### config.mk
export PLATFORM = sky130hd
export DESIGN_NAME = pipe_regx
export DESIGN_NICKNAME = d
export VERILOG_FILES = /design/src/rtl/pipe_regx.sv
export SDC_FILE = /design/constraint.sdc
export NUM_CORES = 1
export LEC_CHECK = 0
export CORE_MARGIN = 2
export CORE_UTILIZATION = 45
export CTS_CLUSTER_SIZE = 8
export DETAILED_ROUTE_END_ITERATION = 12
export DONT_BUFFER_PORTS = 1
export PLACE_DENSITY = 0.62
export SLEW_MARGIN = 20
export SYNTH_ARGS = -nofsm -noshare
export SYNTH_HDL_FRONTEND = slang
export SYNTH_SLANG_ARGS = --single-unit
### constraint.sdc
create_clock -name clk -period 1.5 [get_ports clk]
set_input_delay 0.3 -clock clk [delete_from_list [all_inputs] [get_ports clk]]
set_output_delay 0.3 -clock clk [all_outputs]
set_load 0.005 [all_outputs]
### src/rtl/pipe_regx.sv
`default_nettype none
// ============================================================================
//  Module   : pipe_regx
//  Purpose  : Elastic register pipeline of DEPTH WIDTH-bit stages. Each stage
//             carries a valid bit and uses a valid/ready handshake. Back-pressure
//             propagates stage by stage, and bubbles collapse toward the output.
//  Revision : 1.0  initial release
// ============================================================================
module pipe_regx #(
    parameter int              WIDTH       = 8,
    parameter int              DEPTH       = 2,
    parameter int              CNTW        = 4,
    parameter logic [WIDTH-1:0] RESET_VALUE = '0
) (
    input  logic             clk,
    input  logic             rst_,
    input  logic             flush,
    input  logic             ivld,
    output logic             irdy,
    input  logic [WIDTH-1:0] idat,
    output logic             ovld,
    input  logic             ordy,
    output logic [WIDTH-1:0] odat,
    output logic [CNTW-1:0]  occ
);

    logic [DEPTH-1:0] vld;
    logic [DEPTH-1:0] vld_nxt;
    logic [DEPTH-1:0] src_vld;
    logic [WIDTH-1:0] dat     [DEPTH];
    logic [WIDTH-1:0] src_dat [DEPTH];
    logic [DEPTH:0]   rdy;
    logic [CNTW-1:0]  occ_nxt;

    // The consumer's ready enters at the tail of the ripple chain
    assign rdy[DEPTH] = ordy;

    generate
        for (genvar i = 0; i < DEPTH; i++) begin : g_stage
            // A stage is ready when it is empty or its successor is ready
            assign rdy[i] = ~vld[i] | rdy[i+1];

            if (i == 0) begin : g_head
                assign src_dat[i] = idat;
                assign src_vld[i] = ivld;
            end else begin : g_body
                assign src_dat[i] = dat[i-1];
                assign src_vld[i] = vld[i-1];
            end

            // Flush wins over any load; otherwise a ready stage takes its source
            assign vld_nxt[i] = flush ? 1'b0 : (rdy[i] ? src_vld[i] : vld[i]);

            // Stage valid register
            always_ff @(posedge clk or negedge rst_) begin
                if (!rst_) begin
                    vld[i] <= 1'b0;
                end else begin
                    vld[i] <= vld_nxt[i];
                end
            end

            // Stage data register; loads whenever the stage is ready, even on a bubble
            always_ff @(posedge clk or negedge rst_) begin
                if (!rst_) begin
                    dat[i] <= RESET_VALUE;
                end else if (!flush && rdy[i]) begin
                    dat[i] <= src_dat[i];
                end
            end
        end
    endgenerate

    // Popcount of the next-state valid vector feeds the occupancy register
    always_comb begin
        occ_nxt = '0;
        for (int i = 0; i < DEPTH; i++) begin
            occ_nxt = occ_nxt + CNTW'(vld_nxt[i]);
        end
    end

    // Occupancy register
    always_ff @(posedge clk or negedge rst_) begin
        if (!rst_) begin
            occ <= '0;
        end else begin
            occ <= occ_nxt;
        end
    end

    assign irdy = rdy[0] & ~flush;
    assign ovld = vld[DEPTH-1] & ~flush;
    assign odat = dat[DEPTH-1];

endmodule
`default_nettype wire
# Word level (Yosys, flattened, before mapping)
# Index checks and enable logic that the tools add are counted.
# Widths: inputs -> output; s select.
[classes]
add_sub_neg = 1
reduce_logical = 3
muxes = 4
bitwise_logic = 7
[ops]
columns = ["op", "n"]
rows = [
  ["$mux 1", 4],
  ["$not 1->1", 3],
  ["$add 1x1->2", 1],
  ["$and 1x1->1", 2],
  ["$logic_and 1x1->1", 2],
  ["$or 1x1->1", 2],
  ["$logic_not 1->1", 1],
]
[totals]
out_inout_bits = 14
register_bits = 20

# Depth between registers and ports, before layout
# Gate-level depths: netlist of run 1.
[depth]
ltp_word = 6
ltp_mapped = 4
depth_no_buf = 4

# Least setup slack after synthesis of run 1
# Ideal clock, no wire load.
[synth_timing]
kind = "reg-to-reg"
from = "register vld[0] (netlist: src_vld[1])"
to = "register dat[10] (netlist name)"
stages_incl_launch_ff = 4
t_required_ps = 1375
t_arrival_ps = 1081
setup_time_ps = 125
path_buffers = 0
slack_ps = 295
synth_period_minus_slack_ps = 1205
cell_sequence = "dfrtp_1 -> and3b_2 -> nor2_8 -> mux2_2"
[synth_between]
elab_chain_cells = 3
[synth_lines]
columns = ["item", "line", "rtl"]
rows = [
  ["start: declaration", "27", "logic [DEPTH-1:0] vld;"],
  ["start signal: indexed assignment", "59", "vld[i] <= vld_nxt[i];"],
  ["$not 1->1", "41", "assign rdy[i] = ~vld[i] | rdy[i+1];"],
  ["$or 1x1->1", "41", ""],
  ["$logic_and 1x1->1", "67", "end else if (!flush && rdy[i]) begin"],
  ["end signal: indexed assignment", "68", "dat[i] <= src_dat[i];"],
  ["end: declaration", "30", "logic [WIDTH-1:0] dat [DEPTH];"],
]
# No other way between the ends.
# A chain may end at the register's enable or synchronous reset.

# Worst setup path after layout of run 1
[layout_timing]
from = "register vld[1]"
to = "output irdy"
[layout_between]
elab_chain_cells = 4
[layout_lines]
columns = ["item", "line", "rtl"]
rows = [
  ["$not 1->1", "41", ""],
  ["$or 1x1->1 (2 in series)", "41", ""],
  ["$and 1x1->1", "91", "assign irdy = rdy[0] & ~flush;"],
  ["end: declaration", "19", "output logic irdy,"],
]
# No other way between the ends.

==> flow_summary.ini, run 1 <==
[status]
status = finished, final reports clean

[setup_path]
cp_data_required_time_ps = 1200
crit_type = reg2out
worst_r2r_path_depth = 3
r2r_end = dat[11]$_DFFE_PN0P_
timing.rr.start = vld[1]$_DFF_PN0_
cp.arrival_ps = 1130
cp_max_fo = 9
worstSetupEndpointType = primary output
r2r_slack_ps = 200
startpoint_type = register

[route]
wl_met2_um = 604
drt-total-wl_mm = 1.16
drc = 0
drt-vias-per-instance = 5.03
avgRoutedWirePerCell_um = 14.8
dr.pass1.iters = 2
ant_nets = 0
topRoutingLayerUsed = met3
drt-met1-wl_um = 462
drt_iter0_drc = 3
wl_met3_um = 91
dr_total_vias = 392

[timing]
timing.fmax_mhz = 699
clock_skew_ps = 5.05
fin_crit_ps = 1430
slew_viol_final = 0
hold_viol = 0
worst_pin_slew_ps = 861
period_share_pct = 95.3
timing.final.ws_setup_ps = 70.0
rsz0062_at_grt = yes
slew_headroom_pct = 42.4
final-setup-viol-count = 0
fin_setup_tns_ps = 0

[global_routing]
grt_max_degree = 21
antenna_found_initial = 0
grt_use_total_pct = 12.9
grt_first_pass_wirelength_mm = 1.82
grt_pass1_vias = 403
overflow = 0

[placed_design]
dpl-instance-area_um2 = 803
pre_cts_slack_ps = 206
portBuffers = 0
gp_congestion = 0.592
hpwl_um = 863

[clock_tree]
path_clk_slew_ps = 110
cts_buffers = 3
ctsResizeCount = 0
htree_num_levels = 1
clockBufferDepth = 2
clk_latency_ps = 290
cts.sink_count = 20
postCtsSetupRepairBufs = 0
cts_tree = done
cts_root_buf = clkbuf_4

[cells_and_area]
n_antenna_cell = 0
finish.utilization_pct = 48.7
area_growth_pct = 0.742
drive_above_1_share_pct = 45.3
fin_area_um2 = 850
nets = 68

[power_and_ir_drop]
powerDensity_nw_per_um2 = 1230
power_leakage_uw = 0.000375
ir_drop_mv = 0.547

[floorplan]
pin_count = 27
dieArea_um2 = 2240
die_width_um = 47.3
rows = 15
core_um2 = 1750
start_util_pct = 48.3
fp.dieH_um = 47.3

[synth]
synthesis.area_um2 = 843
synth_seq_cells = 20
postSynthCellCount = 57
synth_cell_type_count = 11
ys_warn_count = 0
synth.avg_cell_area_um2 = 14.8
ys_seq_area_share_pct = 59.3

[run]
drv_cap = 0

[hold_path]
hold_path_depth = 1
hold_class = in2reg
hold_start = flush
hold_end = src_vld[1]$_DFF_PN0_
-- kinds of logic (layout without fill, tap and decap cells) --
kind of cell  Yosys count  in the layout  synth area share [%]
buf+inv                10              5                  8.90
other cells             1              2                 0.445
flops                  20             20                  59.3
fa+ha+maj               1              1                  1.48
mux                    16             16                  21.4
simple gates            9              9                  8.46
-- Yosys cell counts, drive strengths merged --
cell / count / area share [%]
mux2: 16 / 21
nor2b: 1 / 0.74
and3b: 1 / 1.2
ha: 1 / 1.5
dfrtp: 20 / 59
conb: 1 / 0.44
buf: 10 / 8.9
and2b: 1 / 1.0
nor2: 6 / 5.5
-- metrics by stage --
stage               power (uW)  cells  hold WS, ps
finish                    1050     78         76.2
global route              1110     78         46.3
CTS                       1070     78         62.3
detailed placement         753     73         4.89
global placement           745     73         4.94
floorplan                  782     58         4.41
-- metal layers --
metal  vias to the layer above  global-route usage (%)
li1                        177                       -
met1                       200                    15.9
met2                        15                    17.8
met3                         0                    6.15
met4                         0                    8.33
met5                         -                       0
-- report_power, final --
part	switching (uW)	internal (uW)	total, uW
registers	41.9	605	647
logic	39.8	61.8	102
clock network	151	148	299
-- registers in the layout (all words and copies together), names as in the netlist --
name	count
vld	1
dat	8
src_vld	1
odat	8
occ	2
-- cell usage in the layout (no fill, tap or decap) --
cell type	count
nor2b_1	1
clkbuf_4	3
clkbuf_8	1
nor2_8	1
dlygate4sd3_1	1
mux2_2	16
dfrtp_1	20
nor2_4	1
nor2_1	4
ha_1	1
conb_1	2
and2b_2	1
and3b_2	1
-- repair_timing --
action                     4_1_cts  5_1_grt
hold endpoints to repair        20        0
setup endpoints to repair        0        1
hold buffers                     1        0
-- how the worst max path moves through the flow --
| stage | start | end | slack (ps) | cells past startpoint |
|---|---|---|---|---|
| 6_report | vld[1]$_DFF_PN0_ | irdy | 70 | 2 |
| 5_1_grt | vld[1]$_DFF_PN0_ | irdy | -5 | 2 |
| 4_1_cts | vld[1]$_DFF_PN0_ | irdy | 50 | 2 |
| 3_5_place_dp | vld[1]$_DFF_PN0_ | dat[11]$_DFFE_PN0P_ | 210 | 3 |
| 3_3_place_gp | src_vld[1]$_DFF_PN0_ | dat[8]$_DFFE_PN0P_ | 230 | 3 |
| 2_1_floorplan | src_vld[1]$_DFF_PN0_ | dat[10]$_DFFE_PN0P_ | 290 | 3 |
-- worst max-delay path, cell delays in order (launching register included) --
cell	delay (ps)
dfrtp_1	410
and3b_2	250
nor2_8	180
-- cell type report --
| cell class | instances | area [um^2] |
|---|---|---|
| clock buffers | 4 | 36.3 |
| fillers | 167 | 896 |
| multi-input cells | 28 | 272 |
| flip-flops and latches | 20 | 500 |
| well taps | 25 | 31.3 |
| repair buffers | 1 | 10.0 |
No activity file was read; power rests on OpenSTA's default activity.
==> run 2, diff against run 1 <==
- CAP_MARGIN: not set -> 15
- CELL_PAD_IN_SITES_DETAIL_PLACEMENT: not set -> 1
- CELL_PAD_IN_SITES_GLOBAL_PLACEMENT: not set -> 2
- CORE_UTILIZATION: 45 -> 39
- PLACE_DENSITY: 0.62 -> 0.76
- clock period: 1.5 -> 1.35 ns (I/O delays scaled with it)
==> run 2 against run 1 <==
Critical path depth did not move. Largest cell class unchanged. Non-clock buffer count did not move. First-iteration DRC count shrank 100%. The run now ends with setup timing left. Sequential share of layout area down 0.94 points. Critical endpoint unchanged. Critical path type unchanged.
==> flow_summary.ini, run 2 (same netlist as run 1, synthesis figures left out) <==
[clock_tree]
htree_num_levels = 1
clk_latency_ps = 290
postCtsSetupRepairBufs = 0
cts_buffers = 3
cts_root_buf = clkbuf_4
ctsResizeCount = 0
path_clk_slew_ps = 110
cts.sink_count = 20
cts_tree = done
clockBufferDepth = 2

[floorplan]
start_util_pct = 42.1
die_width_um = 50.5
core_um2 = 2000
rows = 16
pin_count = 27
fp.dieH_um = 50.5
dieArea_um2 = 2550

[timing]
holdWs_ps = 47.3
fin_setup_tns_ps = -49.6
slew_headroom_pct = 42.5
timing.final.ws_setup_ps = -49.6
fin_crit_ps = 1400
slew_viol_final = 0
timing.fmax_mhz = 714
period_share_pct = 104
worst_pin_slew_ps = 860
final-setup-viol-count = 1
clock_skew_ps = 1.70
rsz0062_at_grt = yes
hold_viol = 0

[global_routing]
met2_usage_pct = 17.5
grt_pass1_vias = 407
overflow = 0
met3_usage_pct = 4.46
antenna_found_initial = 0
grt_first_pass_wirelength_mm = 2.05
grt_use_total_pct = 11.5
grt_use_met1_pct = 13.8
grt_busiest_layer = met2
grt_max_degree = 21

[power_and_ir_drop]
p_int_uw = 907
power_uw = 1170
swShare_pct = 22.6
switching_power_uw = 265
powerDensity_nw_per_um2 = 1360
pwr-share-comb_pct = 9.9
power_leakage_uw = 0.000378
ir_drop_mv = 0.576
clkPwrFrac_pct = 28.8
seq_power_share_pct = 61.4

[run]
drv_cap = 0

[cells_and_area]
finish.utilization_pct = 43.1
final_common_cell = dfrtp_1
mostFrequentLayoutCells = dfrtp_1, mux2_2, nor2_1
n_antenna_cell = 0
nets = 69
finalNonFillerCells = 81
area_growth_pct = 2.37
drive_above_1_share_pct = 46.3

[route]
ant_nets = 0
dr_total_vias = 387
drt-vias-per-instance = 4.78
dr.pass1.iters = 1
drc = 0
drt_iter0_drc = 0
avgRoutedWirePerCell_um = 15.9
drt-total-wl_mm = 1.29

[setup_path]
worstPathCellList = and3b_2 > nor2_8
cp.arrival_ps = 1130
cp_max_fo = 5
critPathSlowestCell = dfrtp_1
startpoint_type = register
cp_data_required_time_ps = 1080
crit_type = reg2out
max_stage_delay_ps = 410
worstSetupEndpointType = primary output

[placed_design]
hpwl_um = 917
gp_congestion = 0.641
portBuffers = 0
place_inst = 75

[status]
status = finished with violations
violations = setup timing

[hold_path]
hold_class = in2reg
run 2: cell types whose count changed in the layout (fill, tap and decap cells not counted), sizes merged:
| cell | before | now |
|---|---|---|
| nor2 | 6 | 7 |
run 2: stage by stage:
step	setup slack, ps	instance area [um^2]
finish	-49.6	863
global route	-102	863
CTS	-82.0	852
detailed placement	48.1	806
global placement	85.0	806
floorplan	145	847
run 2: worst max-delay path, delay by kind of cell (launching register included):
family	cells	cell delay, ps
DFF	1	410
and+or+nand+nor	2	430
run 2: power groups by stage:
stage | sequential, uW | clock, uW | combinational [uW]
after CTS | 721 | 352 | 118
after detailed placement | 734 | 0 | 104
after floorplan | 709 | 0 | 159
after global placement | 732 | 0 | 98.1
final | 719 | 337 | 116
after global routing | 733 | 373 | 130
run 2: final timing paths:
kind / from / end / slack, ps / cells past startpoint
worst max-delay path: vld[1]$_DFF_PN0_ / irdy / -50 / 2
worst max register to register: vld[1]$_DFF_PN0_ / dat[13]$_DFFE_PN0P_ / 60 / 3
max in group asynchronous: rst_ / dat[8]$_DFFE_PN0P_ / 300 / 1
worst min-delay path: flush / src_vld[1]$_DFF_PN0_ / 50 / 1
min in group asynchronous: rst_ / dat[11]$_DFFE_PN0P_ / 520 / 1
worst min register to register: dat[11]$_DFFE_PN0P_ / dat[11]$_DFFE_PN0P_ / 510 / 1
run 2: per-layer routing:
metal	part of all wire, %	routed length, um	vias to the layer above
li1	-	-	176
met1	41	529	195
met2	51	654	14
met3	6.5	83	2
met4	1.5	19	0
met5	0	0	-
run 2: timing repair:
action | 4_1_cts | 5_1_grt
setup endpoints to repair | 1 | 8
pin swaps | 0 | 0
hold endpoints to repair | 20 | 0
hold buffers | 1 | 0
cloned | 0 | 1
run 2: cell type report:
| type | count | area, um^2 |
|---|---|---|
| fill | 212 | 1140 |
| sequential | 20 | 500 |
| multi-input combinational | 29 | 283 |
| clock buffer | 4 | 36.3 |
| tap | 27 | 33.8 |
| timing repair buffer | 1 | 10.0 |
==> run 3, diff against run 2 <==
- GPL_TIMING_DRIVEN: not set -> 0
==> run 3 against run 2 <==
The run still ends with setup timing left. Critical path depth is the same. Clock-buffer cell count is 1 lower. Sequential share of layout area decreased by 7.5 points.
==> flow_summary.ini, run 3 (same netlist as run 1, synthesis figures left out) <==
[status]
status = finished with violations
violations = setup timing

[timing]
period_share_pct = 102
slew_headroom_pct = 43.0
fin_crit_ps = 1380
hold_viol = 0
worst_pin_slew_ps = 852
rsz0062_at_grt = yes
timing.fmax_mhz = 724
holdWs_ps = 40.6
fin_setup_tns_ps = -32.1
final-setup-viol-count = 1
clock_skew_ps = 1.77
slew_viol_final = 0
timing.final.ws_setup_ps = -32.1

[global_routing]
grt_pass1_vias = 488
grt_busiest_layer = met2
grt_use_met1_pct = 15.2
met2_usage_pct = 19.1
grt_use_total_pct = 12.5
overflow = 0
antenna_found_initial = 0
grt_max_degree = 21
met3_usage_pct = 3.27
grt_first_pass_wirelength_mm = 2.21

[clock_tree]
cts_tree = done
clk_latency_ps = 290
cts_buffers = 3
clockBufferDepth = 2
cts_root_buf = clkbuf_4
path_clk_slew_ps = 100
cts.sink_count = 20
htree_num_levels = 1

[placed_design]
portBuffers = 0
dpl-instance-area_um2 = 881
gp_congestion = 0.634
hpwl_um = 909
pre_cts_slack_ps = 25.3

[floorplan]
dieArea_um2 = 2550
rows = 16
core_um2 = 2000
die_width_um = 50.5
start_util_pct = 42.1
fp.dieH_um = 50.5
pin_count = 27

[route]
drc = 0
drt_iter0_drc = 3
dr_total_vias = 438
avgRoutedWirePerCell_um = 14.2
drt-total-wl_mm = 1.34
ant_nets = 0
dr.pass1.iters = 2
drt-vias-per-instance = 4.66

[cells_and_area]
nets = 83
area_growth_pct = 17.7
finish.utilization_pct = 49.6
fillCellCount = 211
drive_above_1_share_pct = 59.7
fin_area_um2 = 992
mostFrequentLayoutCells = dfrtp_1, buf_4, mux2_2
multiInputGateArea_um2 = 308
final_common_cell = dfrtp_1
register_area_um2 = 500
n_antenna_cell = 0

[setup_path]
startpoint_type = register
cp_max_fo = 5
cp.arrival_ps = 1110
crit_type = reg2out
worstSetupEndpointType = primary output
cp_data_required_time_ps = 1080

[power_and_ir_drop]
power_leakage_uw = 0.000465
ir_drop_mv = 0.452
powerDensity_nw_per_um2 = 1200

[run]
drv_cap = 0

[hold_path]
hold_class = in2reg
## run 3: changes by cell type in the layout (fill, tap and decap cells not counted), sizes merged
cell	delta
buf	+14
clkbuf	-1
## run 3: report_power, final
| group | switching (uW) | total, uW | internal [uW] |
|---|---|---|---|
| clock network | 161 | 265 | 104 |
| logic | 70.7 | 218 | 147 |
| registers | 37.5 | 710 | 672 |
| total | 269 | 1190 | 923 |
## run 3: worst paths after layout
kind / start / depth (start not counted) / slack (ps) / end
max: src_vld[1]$_DFF_PN0_ / 2 / -30 / irdy
min: flush / 1 / 40 / src_vld[1]$_DFF_PN0_
max reg2reg: src_vld[1]$_DFF_PN0_ / 5 / 20 / occ[0]$_DFF_PN0_
min reg2reg: dat[14]$_DFFE_PN0P_ / 1 / 510 / odat[6]$_DFFE_PN0P_
max in group asynchronous: rst_ / 1 / 310 / dat[9]$_DFFE_PN0P_
min in group asynchronous: rst_ / 1 / 520 / odat[2]$_DFFE_PN0P_
## run 3: layout make-up
cell class	count	share of cell area, %
sequential	20	50.4
multi-input combinational	29	31.0
buffer	10	7.57
timing repair buffer	5	5.30
tap	27	3.40
clock buffer	3	2.27
## run 3: through the flow
step	power [uW]	instances
3_5_place_dp	899	85
2_1_floorplan	869	58
3_3_place_gp	890	85
4_1_cts	1180	92
6_report	1190	94
5_1_grt	1270	94
## run 3: critical path, cell delays in order, from the launching register on
cell	delay, ps
dfrtp_1	390
and3b_2	280
nor2_8	150
## run 3: what timing repair did
action                                  in CTS  in global routing
pin swaps                                    2                  5
gates resized for setup                      0                  7
endpoints found under the hold margin       20                  0
hold buffers                                 1                  0
endpoints found under the setup margin       1                 13
buffers inserted                             2                  2
gates cloned                                 1                  0
## run 3: layer usage
| layer | up-vias | wire length [um] |
|---|---|---|
| met5 | - | 0 |
| li1 | 199 | - |
| met2 | 17 | 663 |
| met4 | 0 | 40 |
| met1 | 217 | 553 |
| met3 | 5 | 79 |
